**src/rtl/barrett_correct_ctrl_pkg.sv**
```systemverilog
// Shared definitions for the Barrett correction sequencer: state encoding and default widths.
package barrett_correct_ctrl_pkg;

  typedef enum logic [1:0] {
    ST_IDLE = 2'd0,
    ST_SUB  = 2'd1,
    ST_DONE = 2'd2
  } state_e;

  localparam int N_DEF       = 8;
  localparam int W_DEF       = N_DEF + 2;
  localparam int MAX_SUB_DEF = 2;

endpackage

```
**src/rtl/barrett_correct_ctrl_rca.sv**
```systemverilog
// Ripple-carry adder shared by every subtraction step of the correction sequencer.
module barrett_correct_ctrl_rca #(
  parameter int n = 10
) (
  input  logic [n-1:0] a_i,
  input  logic [n-1:0] b_i,
  input  logic         c_i,
  output logic [n-1:0] sum_o,
  output logic         c_o
);

  logic [n:0] carry;

  always_comb begin
    carry    = '0;
    sum_o    = '0;
    carry[0] = c_i;
    for (int i = 0; i < n; i++) begin
      sum_o[i]   = a_i[i] ^ b_i[i] ^ carry[i];
      carry[i+1] = (a_i[i] & b_i[i]) | (carry[i] & (a_i[i] ^ b_i[i]));
    end
    c_o = carry[n];
  end

endmodule

```
**src/rtl/barrett_correct_ctrl.sv**
```systemverilog
// Final Barrett correction: subtracts m from r, one adder pass per cycle, until r < m
// or MAX_SUB subtractions have been spent (then flags error).
//
// state | meaning
// IDLE  | ready for a new remainder; start accepted here only
// SUB   | one compare/subtract per cycle through the shared adder
// DONE  | done pulse; result and error are valid
module barrett_correct_ctrl
  import barrett_correct_ctrl_pkg::*;
#(
  parameter int N       = N_DEF,
  parameter int W       = N + 2,
  parameter int MAX_SUB = MAX_SUB_DEF
) (
  input  logic         clk,
  input  logic         rst,
  input  logic         start,
  input  logic [W-1:0] r_in,
  input  logic [N-1:0] m_in,
  output logic         ready,
  output logic         done,
  output logic         error,
  output logic [N-1:0] result
);

  localparam int CNT_W = (MAX_SUB > 0) ? $clog2(MAX_SUB + 1) : 1;

  state_e           state_q, state_d;
  logic [W-1:0]     r_q, r_d;
  logic [W-1:0]     m_q, m_d;
  logic [CNT_W-1:0] cnt_q, cnt_d;
  logic [N-1:0]     res_q, res_d;
  logic             err_q, err_d;

  logic [W-1:0]     sum;
  logic             c_out;

  // Carry-out of r + ~m + 1 is the r >= m compare; sum is the difference.
  barrett_correct_ctrl_rca #(.n(W)) u_rca (
    .a_i   (r_q),
    .b_i   (~m_q),
    .c_i   (1'b1),
    .sum_o (sum),
    .c_o   (c_out)
  );

  always_ff @(posedge clk or posedge rst) begin
    if (rst) begin
      state_q <= ST_IDLE;
      r_q     <= '0;
      m_q     <= '0;
      cnt_q   <= '0;
      res_q   <= '0;
      err_q   <= 1'b0;
    end else begin
      state_q <= state_d;
      r_q     <= r_d;
      m_q     <= m_d;
      cnt_q   <= cnt_d;
      res_q   <= res_d;
      err_q   <= err_d;
    end
  end

  always_comb begin
    state_d = state_q;
    r_d     = r_q;
    m_d     = m_q;
    cnt_d   = cnt_q;
    res_d   = res_q;
    err_d   = err_q;
    unique case (state_q)
      ST_IDLE: begin
        if (start) begin
          r_d     = r_in;
          m_d     = {{(W-N){1'b0}}, m_in};
          cnt_d   = '0;
          err_d   = 1'b0;
          state_d = ST_SUB;
        end
      end
      ST_SUB: begin
        if (!c_out) begin
          res_d   = r_q[N-1:0];
          err_d   = 1'b0;
          state_d = ST_DONE;
        end else if (cnt_q == CNT_W'(MAX_SUB)) begin
          // Budget exhausted with r still >= m: deliver the truncated value, flagged.
          res_d   = r_q[N-1:0];
          err_d   = 1'b1;
          state_d = ST_DONE;
        end else begin
          r_d   = sum;
          cnt_d = cnt_q + CNT_W'(1);
        end
      end
      ST_DONE: state_d = ST_IDLE;
      default: state_d = ST_IDLE;
    endcase
  end

  assign ready  = (state_q == ST_IDLE);
  assign done   = (state_q == ST_DONE);
  assign error  = err_q;
  assign result = res_q;

endmodule

```
**config.mk**
```make
export PLATFORM = sky130hd
export DESIGN_NAME = barrett_correct_ctrl
export DESIGN_NICKNAME = d
export VERILOG_FILES = /design/src/rtl/barrett_correct_ctrl_pkg.sv /design/src/rtl/barrett_correct_ctrl_rca.sv /design/src/rtl/barrett_correct_ctrl.sv
export SDC_FILE = /design/constraint.sdc
export NUM_CORES = 1
export LEC_CHECK = 0
export BUFFER_PORTS_ARGS = -buffer_cell sky130_fd_sc_hd__buf_2
export CAP_MARGIN = 15
export CORE_MARGIN = 2
export CORE_UTILIZATION = 58
export DETAILED_ROUTE_END_ITERATION = 6
export PLACE_DENSITY = 0.87
export SLEW_MARGIN = 20
export SYNTH_ARGS = -nofsm -noshare
export SYNTH_HDL_FRONTEND = slang
export SYNTH_SLANG_ARGS = --single-unit
```
**constraint.sdc**
```tcl
create_clock -name clk -period 12.2 [get_ports clk]
set_input_delay 2.44 -clock clk [delete_from_list [all_inputs] [get_ports clk]]
set_output_delay 2.44 -clock clk [all_outputs]
set_load 0.005 [all_outputs]
```
==> impl_metrics.yaml, run 1 <==
status:
  run_status: "finished, final reports clean"
synthesis:
  syn_nets: 155
  ys_types: 24
  synth_compound_area_share_pct: 4.581
  yosysWarnings: 0
  netlist_instances: 123
  synth_top_family_by_area: "multiplexers"
  synth_seq_area_share_pct: 48.97
  synth-xor-area-share_pct: 0
  synth-seq-cells: 31
  synthAdderAreaFrac_pct: 12.01
  synthMuxAreaShare_pct: 19.19
  avgSynthCellArea_um2: 12.88
  synthSimpleGateAreaFrac_pct: 9.242
  synth_area_um2: 1584
sta:
  slew_headroom_pct: 42.07
  fin_worst_skew_ps: 8.158
  fmax_mhz: 218.8
  finalSetupViolCount: 0
  fin_hold_ws_ps: 510.0
  rsz0062_at_grt: "false"
  worst_pin_slew_ps: 868.9
  fin_crit_sh_pct: 37.47
  min_period_ps: 4571
  slew_viol_final: 0
  fin_tns_setup_ps: 0
  final_hold_viol_count: 0
hold_path:
  worstHoldStart: "cnt_q[1]"
  min-delay-path-class: "flop to flop"
route:
  via_count: 999
  drtIter0Drc: 13
  wl_per_cell_um: 14.89
  detail-route-antenna-nets: 0
  dr.pass1.iters: 4
  drc: 0
  routed_wl_um: 2769
  routed_via_density: 5.371
clock_tree:
  cts.repair.resized: 0
  path_clk_slew_ps: 100
  postCtsSetupBuffers: 0
  clk_latency_ps: 330
  cts_tree: "yes"
  cts_root_buf: "clkbuf_4"
  cts_max_level: 2
  cts.sinks: 31
  clockBufferDepth: 2
  cts_made_buffers: 5
  ctsHoldBuffers: 0
global_route:
  antenna_found_initial: 0
  grt_pass1_wl_um: 4974
  grt_max_degree: 32
  grt_usage_pct: 20.79
  grt_pass1_vias: 1117
  overflow: 0
critical_path:
  criticalPathCategory: "flop to flop"
  cp_max_fo: 13
  worstSetupEndpointType: "flop"
  slowest_delay_ps: 400
  cp.required_ps: 12410
  path_cells: "inv_1, ha_1, inv_1, fa_1, inv_1, fa_1, fa_1, fa_1, fa_1, fa_1, fa_1, ha_1, ha_1, nor2_2, a21oi_2, mux2_1"
  crit_arrival_ps: 4780
  cpMaxStageDelayCell: "fa_1"
  cpMostUsedCell: "fa_1"
  critPathLaunch: "r_q[0]"
  start_kind: "flop"
  reg2reg_from: "r_q[0]"
final_layout:
  area_growth_pct: 13.51
  fillers: 187
  nets: 188
  drive_gt1_share_pct: 37.82
  final_util_pct: 71.28
  antenna_cells: 0
die:
  die_height_um: 56.26
  ios: 32
  dieArea_um2: 3165
  start_util_pct: 62.80
  rows: 18
  die_x_um: 56.26
  core_um2: 2522
pwr:
  leakagePower_nw: 0.8879
  p_per_area_nw_per_um2: 303.4
  vdd_drop_max_uv: 186.9
run:
  cap_viol_max_count: 0
place:
  io_buffers: 31
  post-dp-hpwl_um: 2082
  gp_congestion: 0.8133
layer usage:
| layer | vias up | GRT usage [%] | routed length (um) |
|---|---|---|---|
| met4 | 0 | 9.184 | 58 |
| met2 | 28 | 33.28 | 1349 |
| met5 | - | 0 | 0 |
| met1 | 486 | 26.37 | 1207 |
| li1 | 478 | - | - |
| met3 | 7 | 5.991 | 154 |
final timing paths:
check                                  to  slack (ps)  cells after the start
worst max register to register   cnt_q[0]        7630                     16
worst min register to register   cnt_q[1]         510                      1
min in group asynchronous          r_q[1]        2180                      2
worst max-delay path             cnt_q[0]        7630                     16
worst min-delay path             cnt_q[1]         510                      1
max in group asynchronous       result[6]        9600                      2
worst max-delay path: cells and delay by family, from the launching register on:
kind	cells	cell delay (ps)
buf+inv	3	170
compound gates	1	250
fa+ha+maj	10	3090
simple gates	1	200
mux	1	400
flops	1	350
Yosys cell counts:
library cell	number	area (um^2)
buf_4	2	15.01
nand2b_4	1	13.76
o21ai_0	1	5.000
buf_2	1	5.000
mux2_2	14	157.7
nand2_1	1	3.750
nor2_4	1	11.26
inv_1	16	60.06
ha_1	4	50.05
buf_6	1	11.26
dfrtp_1	31	775.7
nor2_2	1	6.260
nor2_1	3	11.26
mux2_1	5	56.30
nor3b_2	1	12.51
a21oi_1	10	50.05
mux2i_1	9	90.09
clkbuf_1	1	3.750
nor2b_4	1	13.76
a21oi_2	1	8.760
nor3b_1	9	67.56
a2bb2oi_1	1	8.760
nor2b_1	1	6.260
fa_1	7	140.1
cell type report:
cell class	instances	area [um^2]	area share, %
Timing Repair Buffer	31	155.1	8.629
Inverter	16	60.06	3.340
Sequential cell	31	775.7	43.15
Multi-Input combinational cell	71	713.2	39.67
Tap cell	30	37.54	2.088
Clock buffer	6	51.30	2.853
Clock inverter	1	5.005	0.2784
placed cells by master (no fill, tap or decap), types with 3 or more instances in the layout:
| master | instances |
|---|---|
| dfrtp_1 | 31 |
| buf_2 | 31 |
| inv_1 | 15 |
| mux2_2 | 14 |
| a21oi_1 | 10 |
| nor3b_1 | 9 |
| mux2i_1 | 9 |
| fa_1 | 7 |
| mux2_1 | 5 |
| clkbuf_4 | 5 |
| ha_1 | 4 |
| nor2_1 | 3 |
metrics by stage:
stage | instances | area (um^2) | worst slack (ps) | total power (W)
global route | 186 | 1798 | 7411 | 0.0006008
finish | 186 | 1798 | 7629 | 0.0005454
detailed placement | 179 | 1742 | 7658 | 0.0004909
floorplan | 123 | 1584 | 8070 | 0.0004258
CTS | 186 | 1798 | 7604 | 0.0005528
global placement | 179 | 1742 | 7779 | 0.0004713
report_power, final:
part	internal (W)	leakage [nW]	switching [W]
clock	0.0000267	0.0341	0.0000334
combinational	0.000147	0.478	0.000140
sequential	0.000156	0.375	0.0000413
total	0.000330	0.888	0.000215
registers in the layout, indices dropped and copies added (netlist names):
register	count
r_q	10
result	8
error	1
state_q	2
m_q	8
cnt_q	2
cell families (layout without fill, tap and decap cells):
| kind of cell | after synthesis | in the layout |
|---|---|---|
| buffers and inverters | 21 | 54 |
| flip-flops | 31 | 31 |
| adder cells (fa/ha/maj) | 11 | 11 |
| AND/OR/NAND/NOR | 19 | 19 |
| AO/OA/AOI/OAI | 13 | 13 |
| multiplexers | 28 | 28 |
Note: power is estimated with default switching activity, not from simulation.
==> run 2: changes to the inputs <==
- CORE_UTILIZATION: 58 -> 54
- PLACE_DENSITY: 0.87 -> 0.82
- clock period: 12.2 -> 4.8 ns (I/O delays scaled with it)
==> impl_metrics.yaml, run 2 (same netlist as run 1, synthesis figures left out) <==
route:
  wl_per_cell_um: 15.53
  drtIter0Drc: 29
  routed_via_density: 5.428
  drc: 0
  dr.pass1.iters: 2
  via_count: 1015
  routed_wl_um: 2904
  detail-route-antenna-nets: 0
clock_tree:
  ctsHoldBuffers: 0
  cts.repair.resized: 0
  cts_max_level: 2
  path_clk_slew_ps: 100
  cts_made_buffers: 5
  clockBufferDepth: 2
  cts_tree: "yes"
  cts_root_buf: "clkbuf_4"
  clk_latency_ps: 340
  postCtsSetupBuffers: 0
  cts.sinks: 31
pwr:
  seqPwrFrac_pct: 34.6
  internal-power_w: 0.0008865
  leakagePower_nw: 0.8936
  vdd_drop_max_uv: 497.7
  p_sw_share_pct: 38.89
  p_comb_share_pct: 51.9
  power.switching_w: 0.0005641
  clkPwrFrac_pct: 13.5
  p_per_area_nw_per_um2: 796.2
critical_path:
  r2r_cells: 16
  start_kind: "flop"
  reg2reg_from: "r_q[0]"
  worstSetupEndpointType: "flop"
  crit_arrival_ps: 4790
  setup.worst_path.end: "cnt_q[0]"
  cp_max_fo: 13
  r2r_end: "cnt_q[0]"
  cp.required_ps: 5020
  r2r_slack_ps: 230
  criticalPathCategory: "flop to flop"
  critPathLaunch: "r_q[0]"
die:
  rows: 19
  dieArea_um2: 3383
  die_x_um: 58.16
  die_height_um: 58.16
  core_um2: 2781
  ios: 32
  start_util_pct: 56.95
sta:
  final_hold_viol_count: 0
  min_period_ps: 4569
  slew_viol_final: 0
  fin_worst_skew_ps: 8.726
  worst_pin_slew_ps: 1026
  fmax_mhz: 218.9
  slew_headroom_pct: 31.28
  rsz0062_at_grt: "false"
  fin_tns_setup_ps: 0
  fin_crit_sh_pct: 95.18
  finalSetupViolCount: 0
final_layout:
  nets: 188
  largest_reg_flops: 10
  final_cell_mix: "31 x dfrtp_1, 31 x buf_2, 15 x inv_1"
  top_register: "r_q"
  area_growth_pct: 15.01
  final_util_pct: 65.50
  drive_gt1_share_pct: 37.18
  fillers: 230
  antenna_cells: 0
  instances_no_fill: 187
global_route:
  antenna_found_initial: 0
  grt_max_degree: 32
  overflow: 0
  grt_pass1_wl_um: 5023
  grt_pass1_vias: 1105
  grt_usage_pct: 20.91
place:
  io_buffers: 31
  gp_congestion: 0.7893
  post-dp-hpwl_um: 2116
  dpl.cell_count: 180
hold_path:
  min-delay-path-class: "flop to flop"
  worstHoldStart: "cnt_q[1]"
run:
  cap_viol_max_count: 0
status:
  run_status: "finished, final reports clean"
[run 2: cell count changes in the layout (fill, tap and decap cells not counted), sizes merged]
cell,previous run,this run
bufinv,0,1
clkinv,1,0
[run 2: how the worst min path moves through the flow]
stage | end | depth (start not counted) | slack, ps
3_5_place_dp | cnt_q[1] | 1 | 490
2_1_floorplan | cnt_q[1] | 1 | 470
5_1_grt | result[3] | 1 | 540
3_3_place_gp | cnt_q[1] | 1 | 480
4_1_cts | cnt_q[1] | 1 | 510
6_report | cnt_q[1] | 1 | 510
[run 2: area by class of cell]
cell class,count,area (um^2),area share (%)
Timing Repair Buffer,31,155.1,8.516
Clock inverter,1,30.03,1.648
Multi-Input combinational cell,71,720.7,39.56
Clock buffer,6,41.29,2.266
Inverter,16,60.06,3.297
Sequential cell,31,775.7,42.58
Tap cell,31,38.79,2.129
[run 2: through the flow]
stage | area (um^2) | power, W | hold slack (ps) | setup WS (ps)
after floorplan | 1584 | 0.001082 | 468.4 | 669.8
after global placement | 1743 | 0.001199 | 483.1 | 359.9
after detailed placement | 1743 | 0.001263 | 492.1 | 244.3
after CTS | 1814 | 0.001460 | 513.3 | 192.5
after global routing | 1822 | 0.001589 | 542.3 | 23.31
final | 1822 | 0.001451 | 511.2 | 231.5
[run 2: per-layer routing]
| metal | GRT usage, % | wire length (um) |
|---|---|---|
| met4 | 12.29 | 65 |
| met3 | 7.813 | 149 |
| met2 | 31.98 | 1448 |
| met1 | 25.34 | 1240 |
| met5 | 0 | 0 |
[run 2: power groups by stage]
stage / Sequential (W) / Combinational, W / Clock (W)
after detailed placement: 0.000509 / 0.000754 / 0
after global placement: 0.000500 / 0.000699 / 0
final: 0.000502 / 0.000753 / 0.000196
after global routing: 0.000524 / 0.000850 / 0.000215
after floorplan: 0.000473 / 0.000609 / 0
after CTS: 0.000503 / 0.000758 / 0.000199
[run 2: critical path, stage by stage, from the launching register on]
cell and delay (ps):
dfrtp_1 350, inv_1 60, ha_1 200, inv_1 60, fa_1 160, inv_1 50, fa_1 370, fa_1 390
fa_1 390, fa_1 390, fa_1 400, fa_1 390, ha_1 200, ha_1 210, nor2_2 230, a21oi_4 200
mux2_1 390
